## config.mk

```make
export PLATFORM = sky130hd
export DESIGN_NAME = mem_port_arbiter
export DESIGN_NICKNAME = d
export VERILOG_FILES = /design/src/rtl/mem_port_arbiter.sv
export SDC_FILE = /design/constraint.sdc
export NUM_CORES = 1
export LEC_CHECK = 0
export BUFFER_PORTS_ARGS = -buffer_cell sky130_fd_sc_hd__buf_2
export CAP_MARGIN = 20
export CORE_ASPECT_RATIO = 0.75
export CORE_MARGIN = 3
export CORE_UTILIZATION = 47
export CTS_CLUSTER_DIAMETER = 150
export DETAILED_ROUTE_END_ITERATION = 8
export PLACE_DENSITY_LB_ADDON = 0.2
export SLEW_MARGIN = 20
export SYNTH_ARGS = -nofsm -noshare
export SYNTH_HDL_FRONTEND = slang
export SYNTH_SLANG_ARGS = --single-unit
```

## constraint.sdc

```tcl
create_clock -name clk -period 3 [get_ports clk]
set_clock_uncertainty 0.15 [all_clocks]
set_input_delay 0.3 -clock clk [delete_from_list [all_inputs] [get_ports clk]]
set_output_delay 0.3 -clock clk [all_outputs]
set_load 0.005 [all_outputs]
```

## src/rtl/mem_port_arbiter.sv

```systemverilog
// Single-port SRAM sequencer shared by instruction fetch and the MEM stage.
// Optional MEM_ARB_ROUND_ROBIN_EN: alternate winner on ties (default: MEM priority).
module mem_port_arbiter #(
  parameter int unsigned ADDR_W      = 32,
  parameter int unsigned DATA_W      = 32,
  parameter int unsigned WAIT_CYCLES = 2
) (
  input  logic              clk,
  input  logic              rst,
  input  logic              if_req,
  input  logic [ADDR_W-1:0] if_addr,
  output logic [DATA_W-1:0] if_rdata,
  output logic              if_ready,
  input  logic              dm_read,
  input  logic              dm_write,
  input  logic [ADDR_W-1:0] dm_addr,
  input  logic [DATA_W-1:0] dm_wdata,
  output logic [DATA_W-1:0] dm_rdata,
  output logic              dm_ready,
  output logic              if_stall,
  output logic              dm_stall,
  output logic              sram_cs,
  output logic              sram_we,
  output logic              sram_oe,
  output logic [ADDR_W-1:0] sram_addr,
  output logic [DATA_W-1:0] sram_wdata,
  input  logic [DATA_W-1:0] sram_rdata
);

  localparam int unsigned CNT_W = 4;

  typedef enum logic [1:0] {IDLE, ACCESS, DONE} state_t;

  state_t             state, state_nx;
  logic [CNT_W-1:0]   cnt, cnt_nx;
  logic               owner, owner_nx;     // 1: MEM stage, 0: fetch; doubles as last-served
  logic               is_write, write_nx;
  logic               cs_nx, we_nx, oe_nx;
  logic [ADDR_W-1:0]  addr_nx;
  logic [DATA_W-1:0]  wdata_nx;
  logic [DATA_W-1:0]  if_rdata_nx, dm_rdata_nx;
  logic               if_ready_nx, dm_ready_nx;
  logic               dm_req;
  logic               grant_dm;

  assign dm_req   = dm_read | dm_write;
  assign if_stall = if_req & ~if_ready;
  assign dm_stall = dm_req & ~dm_ready;

`ifdef MEM_ARB_ROUND_ROBIN_EN
  // On a tie, serve the port that did not win last time.
  assign grant_dm = dm_req & (~if_req | ~owner);
`else
  assign grant_dm = dm_req;
`endif

  always_ff @(posedge clk or negedge rst) begin
    if (!rst) begin
      state      <= IDLE;
      cnt        <= '0;
      owner      <= 1'b0;
      is_write   <= 1'b0;
      sram_cs    <= 1'b0;
      sram_we    <= 1'b0;
      sram_oe    <= 1'b0;
      sram_addr  <= '0;
      sram_wdata <= '0;
      if_rdata   <= '0;
      dm_rdata   <= '0;
      if_ready   <= 1'b0;
      dm_ready   <= 1'b0;
    end else begin
      state      <= state_nx;
      cnt        <= cnt_nx;
      owner      <= owner_nx;
      is_write   <= write_nx;
      sram_cs    <= cs_nx;
      sram_we    <= we_nx;
      sram_oe    <= oe_nx;
      sram_addr  <= addr_nx;
      sram_wdata <= wdata_nx;
      if_rdata   <= if_rdata_nx;
      dm_rdata   <= dm_rdata_nx;
      if_ready   <= if_ready_nx;
      dm_ready   <= dm_ready_nx;
    end
  end

  // SRAM pins are registered from the next state so they line up with ACCESS.
  always_comb begin
    state_nx    = state;
    cnt_nx      = cnt;
    owner_nx    = owner;
    write_nx    = is_write;
    cs_nx       = 1'b0;
    we_nx       = 1'b0;
    oe_nx       = 1'b0;
    addr_nx     = sram_addr;
    wdata_nx    = sram_wdata;
    if_rdata_nx = if_rdata;
    dm_rdata_nx = dm_rdata;
    if_ready_nx = 1'b0;
    dm_ready_nx = 1'b0;
    case (state)
      IDLE: begin
        if (dm_req || if_req) begin
          state_nx = ACCESS;
          cnt_nx   = CNT_W'(WAIT_CYCLES);
          owner_nx = grant_dm;
          write_nx = grant_dm & dm_write;
          cs_nx    = 1'b1;
          we_nx    = write_nx;
          oe_nx    = ~write_nx;
          if (grant_dm) begin
            addr_nx  = dm_addr;
            wdata_nx = dm_wdata;
          end else begin
            addr_nx  = if_addr;
          end
        end
      end
      ACCESS: begin
        if (cnt == '0) begin
          state_nx = DONE;
          if (!is_write) begin
            if (owner) dm_rdata_nx = sram_rdata;
            else       if_rdata_nx = sram_rdata;
          end
          if (owner) dm_ready_nx = 1'b1;
          else       if_ready_nx = 1'b1;
        end else begin
          cnt_nx = cnt - CNT_W'(1);
          cs_nx  = 1'b1;
          we_nx  = is_write;
          oe_nx  = ~is_write;
        end
      end
      DONE: begin
        state_nx = IDLE;
      end
      default: begin
        state_nx = IDLE;
      end
    endcase
  end

endmodule
```

==> summary.txt <==
Result of the run - completed
Share of cells above drive strength 1 - 54.5%
IO buf count - 267
Setup crit end kind - flop
Static leakage - 4.19 nW
Via-to-Cell Ratio - 5.00
Mean instance size in the synthesized netlist - 14.5 µm²
Share of the yosys chip area belonging to registers - 61.1%
Number of H-tree levels - 4
Sum of routed wire length over all layers - 15.5 mm
Relative slew slack - 29.1%
Die area - 13700 µm²
End point of the worst hold path - if_rdata[2]
Post-route antenna net violation count - 0
Number of max-capacitance violations reported - 0
DRC violations left - 0
Highest Clock Rate - 0.382 GHz
Synthesized Nets - 533
Top cells by count, synth - sky130_fd_sc_hd__dfrtp_1 (141), sky130_fd_sc_hd__o21ai_0 (68), sky130_fd_sc_hd__mux2_2 (66)
Delay of the slowest cell on the worst path - 0.82 ns
Via count of the first global-routing pass - 4753
Overflow left after global routing - 0
Data required time at the worst endpoint - 3.14 ns
Core Region - 11800 µm²
Highest net fanout along the worst path - 32
Net count, final - 863
Start of the worst register-to-register path - cnt[0]
Root buf cell - sky130_fd_sc_hd__clkbuf_16
Cell at the slowest stage of the critical path - sky130_fd_sc_hd__or4_4
VDD IR max - 0.000550 V
Weighted congestion at the end of routability-driven global placement - 0.778
Count of different cell masters after synthesis - 28
Number of detailed-routing iterations run before antenna repair - 4
Count of standard-cell rows - 34
Flip-flop and latch count after synthesis - 141
Ordered cell list for the critical path - inv_1 -> ha_1 -> or3b_1 -> or4_4 -> mux2_4
Maximum buffer depth of the clock tree - 2
Hold Crit Class - primary input to flop
Shortest clock period the worst path allows after layout - 2.62 ns
First-pass GRT wire length - 24.5 mm
Setup_tns - 0 ns
Async set or reset register ratio after synthesis - 100%
Arrival time reported for the critical path endpoint - 2.76 ns
Hold Fails Final Rpt - 0
Reg-to-reg slack, setup - 0.38 ns
Routed wire length per instance - 17.2 µm
Hold-fix buffer count after cts - 64
Quantity of gates resized following cts - 0
Worst reg-to-reg path cell count - 5
Antenna diodes - 0
Height of the die - 102 µm
Ys flop type - sky130_fd_sc_hd__dfrtp_1
Overall Global Routing Usage - 22.8%
Largest cells by area after synthesis - sky130_fd_sc_hd__dfrtp_1 (61%), sky130_fd_sc_hd__mux2_2 (13%), sky130_fd_sc_hd__mux2_4 (7.8%), sky130_fd_sc_hd__mux2i_1 (5.9%), sky130_fd_sc_hd__o21ai_0 (5.9%)
Initial Utilization - 49.0%
# clock sinks - 141
CTS tree - yes
Portion of the clock cycle consumed by the worst path in the final layout - 87.3%
Critical Path Start Type - flop
Top cell type's share of synthesized area - 61.1%
Final count of pins violating max slew - 0
Area added between synthesis and finish - 46.2%
Largest net degree at the start of global routing - 73
IO Pins - 268
Most repeated cell in the gate-level netlist after synthesis - sky130_fd_sc_hd__dfrtp_1
Synth Cell Area - 5770 µm²
Post-Syn Instances - 398
Final setup vio count - 0
Cell class contributing the biggest share of worst-path delay - simple AND/OR/NAND/NOR gates
Buffers and inverters on the worst path - 1
Antenna violations before repair - 0
Count of filler cells inserted in the layout - 831
Count of flip-flops with a built-in enable after synthesis - 0
Total of warnings raised by yosys - 0
Placed wire-length estimate - 10.2 mm
Unrepaired setup endpoints after global routing - false
Starting DRT DRC Count - 198
Total power of the final layout - 0.00837 W
Reg clk slew, reported paths - 0.06 ns
Power density of the placed cells - 993 nW/µm²
Clock Latency Late Sink - 0.41 ns
Number of buffers inserted during clock tree synthesis - 17
Transition time at the pin with the least slew margin - 1.06 ns
Start point of the worst min-delay path - sram_rdata[2]
Die width - 134 µm
Vias post-DR - 4514
Setup Fix Bufs, Post-CTS - 0
Reg-to-reg endpoint - if_rdata[31]
Synth area leader - sky130_fd_sc_hd__dfrtp_1
Type of the worst setup path - flop to flop
Cell depth of the worst min-delay path - 2
where the power goes:
group          internal, W  switching, W
registers          0.00287      0.000516
clock network      0.00116      0.000815
logic              0.00169       0.00132
total              0.00572       0.00265
flip-flops by register name, summed over array words and instances (netlist names):
name,count
sram_oe,1
is_write,1
sram_we,1
if_rdata,32
owner,1
if_ready,1
sram_cs,1
sram_addr,32
sram_wdata,32
dm_ready,1
cnt,4
state,2
dm_rdata,32
worst max-delay path by stage:
stage / startpoint / endpoint / slack [ns] / depth (start not counted)
2_1_floorplan: cnt[0] / if_rdata[0] / 0.61 / 8
3_3_place_gp: cnt[0] / if_rdata[5] / 0.49 / 5
3_5_place_dp: cnt[0] / if_rdata[20] / 0.40 / 5
4_1_cts: cnt[0] / if_rdata[0] / 0.40 / 5
5_1_grt: cnt[0] / if_rdata[12] / 0.32 / 5
6_report: cnt[0] / if_rdata[31] / 0.38 / 5
final cells by class:
| class | instances | area (µm²) | share of cell area, % |
|---|---|---|---|
| Sequential cell | 141 | 3530 | 41.8 |
| Clock buffer | 19 | 443 | 5.25 |
| Multi-Input combinational cell | 229 | 2100 | 24.9 |
| Inverter | 3 | 11.3 | 0.133 |
| Clock inverter | 13 | 118 | 1.39 |
| Tap cell | 162 | 203 | 2.40 |
| Timing Repair Buffer | 336 | 2030 | 24.1 |
logic make-up after synthesis:
group,count (synthesis),synth area share (%)
DFF,141,61.1
muxes,130,26.6
AOI/OAI and AO/OA,75,6.81
buffers and inverters,28,2.88
and+or+nand+nor,22,2.15
adders and majority gates,2,0.434
layout by cell type, fill, tap and decap left out, types with 2 or more instances in the layout:
master and instances:
sky130_fd_sc_hd__a22o_1 2, sky130_fd_sc_hd__buf_2 266, sky130_fd_sc_hd__buf_4 4, sky130_fd_sc_hd__clkbuf_16 17, sky130_fd_sc_hd__clkinv_2 3, sky130_fd_sc_hd__clkinv_4 2
sky130_fd_sc_hd__clkinvlp_4 5, sky130_fd_sc_hd__dfrtp_1 141, sky130_fd_sc_hd__dlygate4sd3_1 64, sky130_fd_sc_hd__ha_1 2, sky130_fd_sc_hd__inv_1 3, sky130_fd_sc_hd__inv_6 2
sky130_fd_sc_hd__mux2_2 66, sky130_fd_sc_hd__mux2_4 30, sky130_fd_sc_hd__mux2i_1 34, sky130_fd_sc_hd__nand2b_1 2, sky130_fd_sc_hd__nand3_1 3, sky130_fd_sc_hd__nor2_1 5
sky130_fd_sc_hd__nor3_1 2, sky130_fd_sc_hd__o21ai_0 68, sky130_fd_sc_hd__o22ai_1 2
stage by stage:
stage / std cells / instance area [µm²] / utilization, % / worst slack (ns) / hold WS (ns)
floorplan: 398 / 5770 / - / 0.611 / -0.146
global placement: 807 / 7230 / 61.4 / 0.488 / 0.186
detailed placement: 807 / 7230 / 61.4 / 0.404 / 0.198
CTS: 903 / 8440 / 71.6 / 0.402 / 0.00382
global route: 903 / 8440 / 71.6 / 0.322 / 0.00354
finish: 903 / 8440 / 71.6 / 0.381 / 0.0103
layer usage:
metal	GRT usage, %	up-vias	part of all wire, %
met1	28.9	2243	41
met5	0	-	0
li1	-	2085	-
met2	39.4	171	51
met3	6.00	15	6.9
met4	6.01	0	0.99
(Power assumes the default switching activity.)
